[config.mk]
export PLATFORM = sky130hd
export DESIGN_NAME = hazard_ctrl_unit_flat
export DESIGN_NICKNAME = d
export VERILOG_FILES = /design/src/rtl/hazard_ctrl_if.sv /design/src/rtl/hazard_ctrl_unit.sv /design/src/flat_wrapper.sv
export SDC_FILE = /design/constraint.sdc
export NUM_CORES = 1
export LEC_CHECK = 0
export ABC_AREA = 1
export CORE_ASPECT_RATIO = 0.7
export CORE_MARGIN = 4
export CORE_UTILIZATION = 52
export CTS_BUF_LIST = sky130_fd_sc_hd__clkbuf_4 sky130_fd_sc_hd__clkbuf_8
export DETAILED_ROUTE_END_ITERATION = 16
export HOLD_SLACK_MARGIN = 0.12
export PLACE_DENSITY = 0.92
export SLEW_MARGIN = 20
export SYNTH_ARGS = -nofsm -noshare
export SYNTH_HDL_FRONTEND = slang
export SYNTH_SLANG_ARGS = --single-unit
export TNS_END_PERCENT = 100
[constraint.sdc]
create_clock -name clk -period 2.2 [get_ports clk]
set_input_delay 0.44 -clock clk [delete_from_list [all_inputs] [get_ports clk]]
set_output_delay 0.44 -clock clk [all_outputs]
set_load 0.02 [all_outputs]
[src/rtl/hazard_ctrl_if.sv]
// Pipeline-to-hazard-unit bundle: ID/EX hazard sources, cache stalls, and the
// resulting per-stage control fields and performance counters.
interface hazard_ctrl_if #(
  parameter int CNT_W = 32
);
  logic             id_valid;
  logic             id_rs1_valid;
  logic             id_rs2_valid;
  logic [4:0]       id_rs1_addr;
  logic [4:0]       id_rs2_addr;
  logic             ex_valid;
  logic             ex_rd_valid;
  logic [4:0]       ex_rd_addr;
  logic             ex_is_load;
  logic             ex_branch_taken;
  logic [31:0]      ex_target_pc;
  logic             icache_stall;
  logic             dcache_stall;
  logic             pc_stall;
  logic             if_id_stall;
  logic             hazard_stall;
  logic             flush;
  logic             cache_stall;
  logic             redirect_valid;
  logic [31:0]      redirect_pc;
  logic [CNT_W-1:0] stall_cycles;
  logic [CNT_W-1:0] load_use_cnt;
  logic [CNT_W-1:0] flush_cnt;
  logic             timeout_err;

  modport master (
    output id_valid, id_rs1_valid, id_rs2_valid, id_rs1_addr, id_rs2_addr,
           ex_valid, ex_rd_valid, ex_rd_addr, ex_is_load, ex_branch_taken,
           ex_target_pc, icache_stall, dcache_stall,
    input  pc_stall, if_id_stall, hazard_stall, flush, cache_stall,
           redirect_valid, redirect_pc, stall_cycles, load_use_cnt,
           flush_cnt, timeout_err
  );

  modport slave (
    input  id_valid, id_rs1_valid, id_rs2_valid, id_rs1_addr, id_rs2_addr,
           ex_valid, ex_rd_valid, ex_rd_addr, ex_is_load, ex_branch_taken,
           ex_target_pc, icache_stall, dcache_stall,
    output pc_stall, if_id_stall, hazard_stall, flush, cache_stall,
           redirect_valid, redirect_pc, stall_cycles, load_use_cnt,
           flush_cnt, timeout_err
  );
endinterface

[src/rtl/hazard_ctrl_unit.sv]
// Load-use detection and stall/flush arbitration; redirects seen while frozen
// are deferred until the freeze lifts. Includes perf counters and a watchdog.
module hazard_ctrl_unit #(
  parameter int STALL_TIMEOUT = 1024,
  parameter int CNT_W         = 32
) (
  input logic         clk,
  input logic         rst,
  hazard_ctrl_if.slave hz
);
  localparam int SR_W = $clog2(STALL_TIMEOUT + 1);
  localparam logic [SR_W-1:0] TIMEOUT_V = SR_W'(STALL_TIMEOUT);

  typedef enum logic [1:0] {
    ST_RUN         = 2'd0,
    ST_FROZEN      = 2'd1,
    ST_FROZEN_PEND = 2'd2
  } state_t;

  state_t           state_r;
  logic [31:0]      pend_pc_r;
  logic [SR_W-1:0]  stall_run_r;
  logic [CNT_W-1:0] stall_cycles_r;
  logic [CNT_W-1:0] load_use_cnt_r;
  logic [CNT_W-1:0] flush_cnt_r;
  logic             timeout_err_r;

  logic             cache_stall_s;
  logic             load_use_s;
  logic             flush_s;
  logic             hazard_stall_s;
  logic [31:0]      redirect_pc_s;

  function automatic logic [CNT_W-1:0] sat_inc(input logic [CNT_W-1:0] v, input logic ev);
    if (ev && (v != {CNT_W{1'b1}})) begin
      return v + {{(CNT_W-1){1'b0}}, 1'b1};
    end else begin
      return v;
    end
  endfunction

  assign cache_stall_s = hz.icache_stall | hz.dcache_stall;

  assign load_use_s = hz.id_valid & hz.ex_valid & hz.ex_is_load & hz.ex_rd_valid
                    & (hz.ex_rd_addr != 5'd0)
                    & ((hz.id_rs1_valid & (hz.id_rs1_addr == hz.ex_rd_addr))
                     | (hz.id_rs2_valid & (hz.id_rs2_addr == hz.ex_rd_addr)));

  // Flush/redirect selection; a deferred redirect fires the cycle the freeze lifts.
  always_comb begin
    flush_s       = 1'b0;
    redirect_pc_s = hz.ex_target_pc;
    case (state_r)
      ST_RUN, ST_FROZEN: begin
        if (!cache_stall_s && hz.ex_branch_taken) begin
          flush_s = 1'b1;
        end else begin
          flush_s = 1'b0;
        end
      end
      ST_FROZEN_PEND: begin
        flush_s       = !cache_stall_s;
        redirect_pc_s = pend_pc_r;
      end
      default: begin
        flush_s       = 1'b0;
        redirect_pc_s = hz.ex_target_pc;
      end
    endcase
  end

  assign hazard_stall_s = load_use_s & !cache_stall_s & !flush_s;

  // FSM, pending redirect target, watchdog and perf counters.
  always_ff @(posedge clk) begin
    if (rst) begin
      state_r        <= ST_RUN;
      pend_pc_r      <= 32'd0;
      stall_run_r    <= {SR_W{1'b0}};
      stall_cycles_r <= {CNT_W{1'b0}};
      load_use_cnt_r <= {CNT_W{1'b0}};
      flush_cnt_r    <= {CNT_W{1'b0}};
      timeout_err_r  <= 1'b0;
    end else begin
      case (state_r)
        ST_RUN, ST_FROZEN: begin
          if (cache_stall_s && hz.ex_branch_taken) begin
            pend_pc_r <= hz.ex_target_pc;
            state_r   <= ST_FROZEN_PEND;
          end else if (cache_stall_s) begin
            state_r <= ST_FROZEN;
          end else begin
            state_r <= ST_RUN;
          end
        end
        // EX is frozen here, so later branch indications repeat the same instruction
        ST_FROZEN_PEND: begin
          if (!cache_stall_s) begin
            state_r <= ST_RUN;
          end else begin
            state_r <= ST_FROZEN_PEND;
          end
        end
        default: state_r <= ST_RUN;
      endcase

      if (cache_stall_s) begin
        if (stall_run_r != TIMEOUT_V) begin
          stall_run_r <= stall_run_r + SR_W'(1);
        end else begin
          stall_run_r <= stall_run_r;
        end
        if (stall_run_r >= (TIMEOUT_V - SR_W'(1))) begin
          timeout_err_r <= 1'b1;
        end else begin
          timeout_err_r <= timeout_err_r;
        end
      end else begin
        stall_run_r   <= {SR_W{1'b0}};
        timeout_err_r <= timeout_err_r;
      end

      stall_cycles_r <= sat_inc(stall_cycles_r, cache_stall_s);
      load_use_cnt_r <= sat_inc(load_use_cnt_r, hazard_stall_s);
      flush_cnt_r    <= sat_inc(flush_cnt_r, flush_s);
    end
  end

  assign hz.cache_stall    = cache_stall_s;
  assign hz.hazard_stall   = hazard_stall_s;
  assign hz.flush          = flush_s;
  assign hz.redirect_valid = flush_s;
  assign hz.redirect_pc    = redirect_pc_s;
  assign hz.pc_stall       = hazard_stall_s | cache_stall_s;
  assign hz.if_id_stall    = hazard_stall_s | cache_stall_s;
  assign hz.stall_cycles   = stall_cycles_r;
  assign hz.load_use_cnt   = load_use_cnt_r;
  assign hz.flush_cnt      = flush_cnt_r;
  assign hz.timeout_err    = timeout_err_r;
endmodule

[src/flat_wrapper.sv]
// flat-port wrapper written by rule: the top's interface ports become plain ports
module hazard_ctrl_unit_flat 
#(
  parameter int STALL_TIMEOUT = 1024,
  parameter int CNT_W         = 32
)
  (clk, rst, hz_id_valid, hz_id_rs1_valid, hz_id_rs2_valid, hz_id_rs1_addr, hz_id_rs2_addr, hz_ex_valid, hz_ex_rd_valid, hz_ex_rd_addr, hz_ex_is_load, hz_ex_branch_taken, hz_ex_target_pc, hz_icache_stall, hz_dcache_stall, hz_pc_stall, hz_if_id_stall, hz_hazard_stall, hz_flush, hz_cache_stall, hz_redirect_valid, hz_redirect_pc, hz_stall_cycles, hz_load_use_cnt, hz_flush_cnt, hz_timeout_err);
  hazard_ctrl_if #(.CNT_W(CNT_W)) hz_i ();
  input logic clk;
  input logic rst;
  input wire logic [$bits(hz_i.id_valid)-1:0] hz_id_valid;
  input wire logic [$bits(hz_i.id_rs1_valid)-1:0] hz_id_rs1_valid;
  input wire logic [$bits(hz_i.id_rs2_valid)-1:0] hz_id_rs2_valid;
  input wire logic [$bits(hz_i.id_rs1_addr)-1:0] hz_id_rs1_addr;
  input wire logic [$bits(hz_i.id_rs2_addr)-1:0] hz_id_rs2_addr;
  input wire logic [$bits(hz_i.ex_valid)-1:0] hz_ex_valid;
  input wire logic [$bits(hz_i.ex_rd_valid)-1:0] hz_ex_rd_valid;
  input wire logic [$bits(hz_i.ex_rd_addr)-1:0] hz_ex_rd_addr;
  input wire logic [$bits(hz_i.ex_is_load)-1:0] hz_ex_is_load;
  input wire logic [$bits(hz_i.ex_branch_taken)-1:0] hz_ex_branch_taken;
  input wire logic [$bits(hz_i.ex_target_pc)-1:0] hz_ex_target_pc;
  input wire logic [$bits(hz_i.icache_stall)-1:0] hz_icache_stall;
  input wire logic [$bits(hz_i.dcache_stall)-1:0] hz_dcache_stall;
  output wire logic [$bits(hz_i.pc_stall)-1:0] hz_pc_stall;
  output wire logic [$bits(hz_i.if_id_stall)-1:0] hz_if_id_stall;
  output wire logic [$bits(hz_i.hazard_stall)-1:0] hz_hazard_stall;
  output wire logic [$bits(hz_i.flush)-1:0] hz_flush;
  output wire logic [$bits(hz_i.cache_stall)-1:0] hz_cache_stall;
  output wire logic [$bits(hz_i.redirect_valid)-1:0] hz_redirect_valid;
  output wire logic [$bits(hz_i.redirect_pc)-1:0] hz_redirect_pc;
  output wire logic [$bits(hz_i.stall_cycles)-1:0] hz_stall_cycles;
  output wire logic [$bits(hz_i.load_use_cnt)-1:0] hz_load_use_cnt;
  output wire logic [$bits(hz_i.flush_cnt)-1:0] hz_flush_cnt;
  output wire logic [$bits(hz_i.timeout_err)-1:0] hz_timeout_err;
  assign hz_i.id_valid = hz_id_valid;
  assign hz_i.id_rs1_valid = hz_id_rs1_valid;
  assign hz_i.id_rs2_valid = hz_id_rs2_valid;
  assign hz_i.id_rs1_addr = hz_id_rs1_addr;
  assign hz_i.id_rs2_addr = hz_id_rs2_addr;
  assign hz_i.ex_valid = hz_ex_valid;
  assign hz_i.ex_rd_valid = hz_ex_rd_valid;
  assign hz_i.ex_rd_addr = hz_ex_rd_addr;
  assign hz_i.ex_is_load = hz_ex_is_load;
  assign hz_i.ex_branch_taken = hz_ex_branch_taken;
  assign hz_i.ex_target_pc = hz_ex_target_pc;
  assign hz_i.icache_stall = hz_icache_stall;
  assign hz_i.dcache_stall = hz_dcache_stall;
  assign hz_pc_stall = hz_i.pc_stall;
  assign hz_if_id_stall = hz_i.if_id_stall;
  assign hz_hazard_stall = hz_i.hazard_stall;
  assign hz_flush = hz_i.flush;
  assign hz_cache_stall = hz_i.cache_stall;
  assign hz_redirect_valid = hz_i.redirect_valid;
  assign hz_redirect_pc = hz_i.redirect_pc;
  assign hz_stall_cycles = hz_i.stall_cycles;
  assign hz_load_use_cnt = hz_i.load_use_cnt;
  assign hz_flush_cnt = hz_i.flush_cnt;
  assign hz_timeout_err = hz_i.timeout_err;
  hazard_ctrl_unit #(.STALL_TIMEOUT(STALL_TIMEOUT), .CNT_W(CNT_W)) u_core (.clk(clk), .rst(rst), .hz(hz_i));
endmodule
==> reports/results.tsv <==
metric	value	unit
ir_drop	0.000382	V
wl_per_cell	14.4	um
worstSkewPairLatency	0.47	ns
holdWs	0.466	ns
total_power	5700	uW
remaining_drc_errors	0	
clk_path_buf_depth	2	
io_pins	193	
power.leakage	0.00415	uW
drt-met1-wl	10700	um
synthToLayoutAreaGrowth	31.6	%
htreeDepth	4	
tightest_slew	0.610	ns
preCtsSetupSlack	-0.560	ns
ant_nets	0	
yosysSeqAreaShare	34.8	%
grt_overflow_total	0	
core_area	15500	um^2
diodes	0	
skew	0.0134	ns
synth_area	8170	um^2
vias	8986	
slew_violations	0	
end_kind	output pin	
wl	24500	um
hold_viol	0	
hp-class	register to register	
drive_gt1_share	12.5	%
status	complete, no violations	
maxUsedRoutingLayer	met4	
finalSetupViolations	0	
cts_inserted_buffers	17	
crit_fanout	15	
synth-seq-cells	142	
rsz0062_at_grt	true	
cp.required	1.76	ns
post-route-min-period	2.19	ns
fin_tns_setup	0	ns
syn_nets	1346	
cap_violations	0	
first_pass_iters	6	
start_util	52.9	%
dieArea	17800	um^2
dp_hpwl	17900	um
vias_per_cell	5.29	
netlist_instances	1283	
worst_slack	0.0141	ns
ctsHoldBuffers	0	
final_cell_mix	375 x nand2_1, 261 x nor2_1, 148 x clkdlybuf4s50_1	
drtIter0Drc	660	
cp.arrival	1.75	ns
power_density	530	nW/um^2
placed_area	10400	um^2
postSynthAreaPerCell	6.37	um^2
met2_wirelength	11000	um
path_clk_slew	0.08	ns
core.rowCount	38	
final_common_cell	nand2_1	
cts-root-buf	clkbuf_8	
tritoncts	done	
maxClockFrequency	457	MHz
ff2ff_path_depth	12	
grt_antenna_before_repair	0	
hold_depth	2	
cp-start-kind	register	
grt_start_max_net_pins	69	
crit_type	register to output pin	
grt_pass1_vias	8336	
num-fill-cells	1304	
finalCritPeriodShare	99.4	%
cts_sinks	142	
yosys_warnings	0	
die_y	113	um
io_buffer_count	192	
place_congestion	0.958	
grt_pass1_wl	39800	um
maxSlewHeadroom	59.0	%
die_w	158	um
finalInstanceArea	10700	um^2
fin_nets	1549	
grt_usage	27.4	%
dr_wl_met3	2330	um
synth_cell_types	34	
cells in the mapped netlist:
cell type,count,area [um^2]
nand2_1,377,1420
nor2_1,262,983
dfxtp_1,142,2840
inv_1,97,364
a21oi_1,76,380
nand3_1,69,345
o21ai_0,49,245
nor3_1,38,190
mux2_2,32,360
clkbuf_1,17,63.8
xor2_1,17,149
nand4_1,12,75.1
buf_6,10,113
nand3b_1,10,75.1
inv_2,9,33.8
nor2_2,9,56.3
buf_2,8,40.0
nor2_4,7,78.8
ha_1,5,62.6
nand2_2,5,31.3
nor3_2,5,50.1
o21ai_1,5,25.0
nand3_2,4,40.0
xnor2_1,4,35.0
buf_4,3,22.5
o21bai_1,2,15.0
or2_2,2,12.5
a21oi_2,1,8.76
buf_1,1,3.75
inv_4,1,6.26
nand2_4,1,11.3
nand2_8,1,20.0
nor3b_1,1,7.51
nor4_1,1,6.26
power breakdown:
| part | leakage [uW] | switching [uW] | internal, uW | total (uW) |
|---|---|---|---|---|
| Clock | 0.000212 | 1030 | 1280 | 2320 |
| Sequential | 0.00115 | 41.1 | 2630 | 2670 |
| Combinational | 0.00279 | 399 | 313 | 712 |
critical path, stage by stage (launching register included):
cell     delay, ns
dfxtp_2       0.36
nand2_4       0.13
buf_12        0.17
buf_12        0.11
mux2_2        0.33
buf_2         0.17
path summary, 6_finish.rpt:
kind	start	to	slack, ns
setup reg to reg	u_core.hz.stall_cycles[0]	u_core.hz.stall_cycles[18]	0.18
hold / removal	u_core.hz.timeout_err	u_core.hz.timeout_err	0.47
setup / recovery	u_core.state_r[1]	hz_redirect_pc[3]	0.01
hold reg to reg	u_core.hz.timeout_err	u_core.hz.timeout_err	0.47
final cells by class:
cell class                 instances  area (um^2)  area share, %
clock inverter                     8          129           1.20
tap                              200          250           2.33
sequential                       142         2840           26.5
timing repair buffer             223         2100           19.5
inverter                         107          404           3.76
multi-input combinational        995         4710           43.8
clock buffer                      24          312           2.90
registers in the layout, indices dropped and copies added (netlist names):
signal and count:
u_core.hz.flush_cnt 32, u_core.hz.stall_cycles 32, u_core.pend_pc_r 32, u_core.hz.load_use_cnt 32, u_core.hz.timeout_err 1, u_core.stall_run_r 11, u_core.state_r 2
kinds of logic after synthesis:
kind of cell               count (synthesis)  share of synthesized area [%]
muxes                                     32                           4.41
buffers and inverters                    146                           7.92
xor gates and xnor gates                  21                           2.25
adders and majority gates                  5                          0.766
DFF                                      142                           34.8
and+or+nand+nor                          804                           41.6
AOI/OAI and AO/OA                        133                           8.26
per-layer routing:
| metal | vias to the layer above | global-route usage, % |
|---|---|---|
| met5 | - | 0 |
| met4 | 0 | 8.19 |
| met3 | 37 | 8.87 |
| met2 | 365 | 43.6 |
| met1 | 4085 | 35.5 |
| li1 | 4499 | - |
through the flow:
stage / cells / utilization [%]
5_1_grt: 1699 / 69.6
3_3_place_gp: 1663 / 67.2
3_5_place_dp: 1663 / 67.2
6_report: 1699 / 69.6
2_1_floorplan: 1283 / -
4_1_cts: 1696 / 70.3
timing repair:
| action | 4_1_cts | 5_1_grt |
|---|---|---|
| resized for setup | 135 | 36 |
| buffers inserted | 0 | 3 |
| gates cloned | 1 | 0 |
| pin swaps | 0 | 5 |
| setup endpoints to repair | 38 | 30 |
No activity file was read; power rests on OpenSTA's default activity.
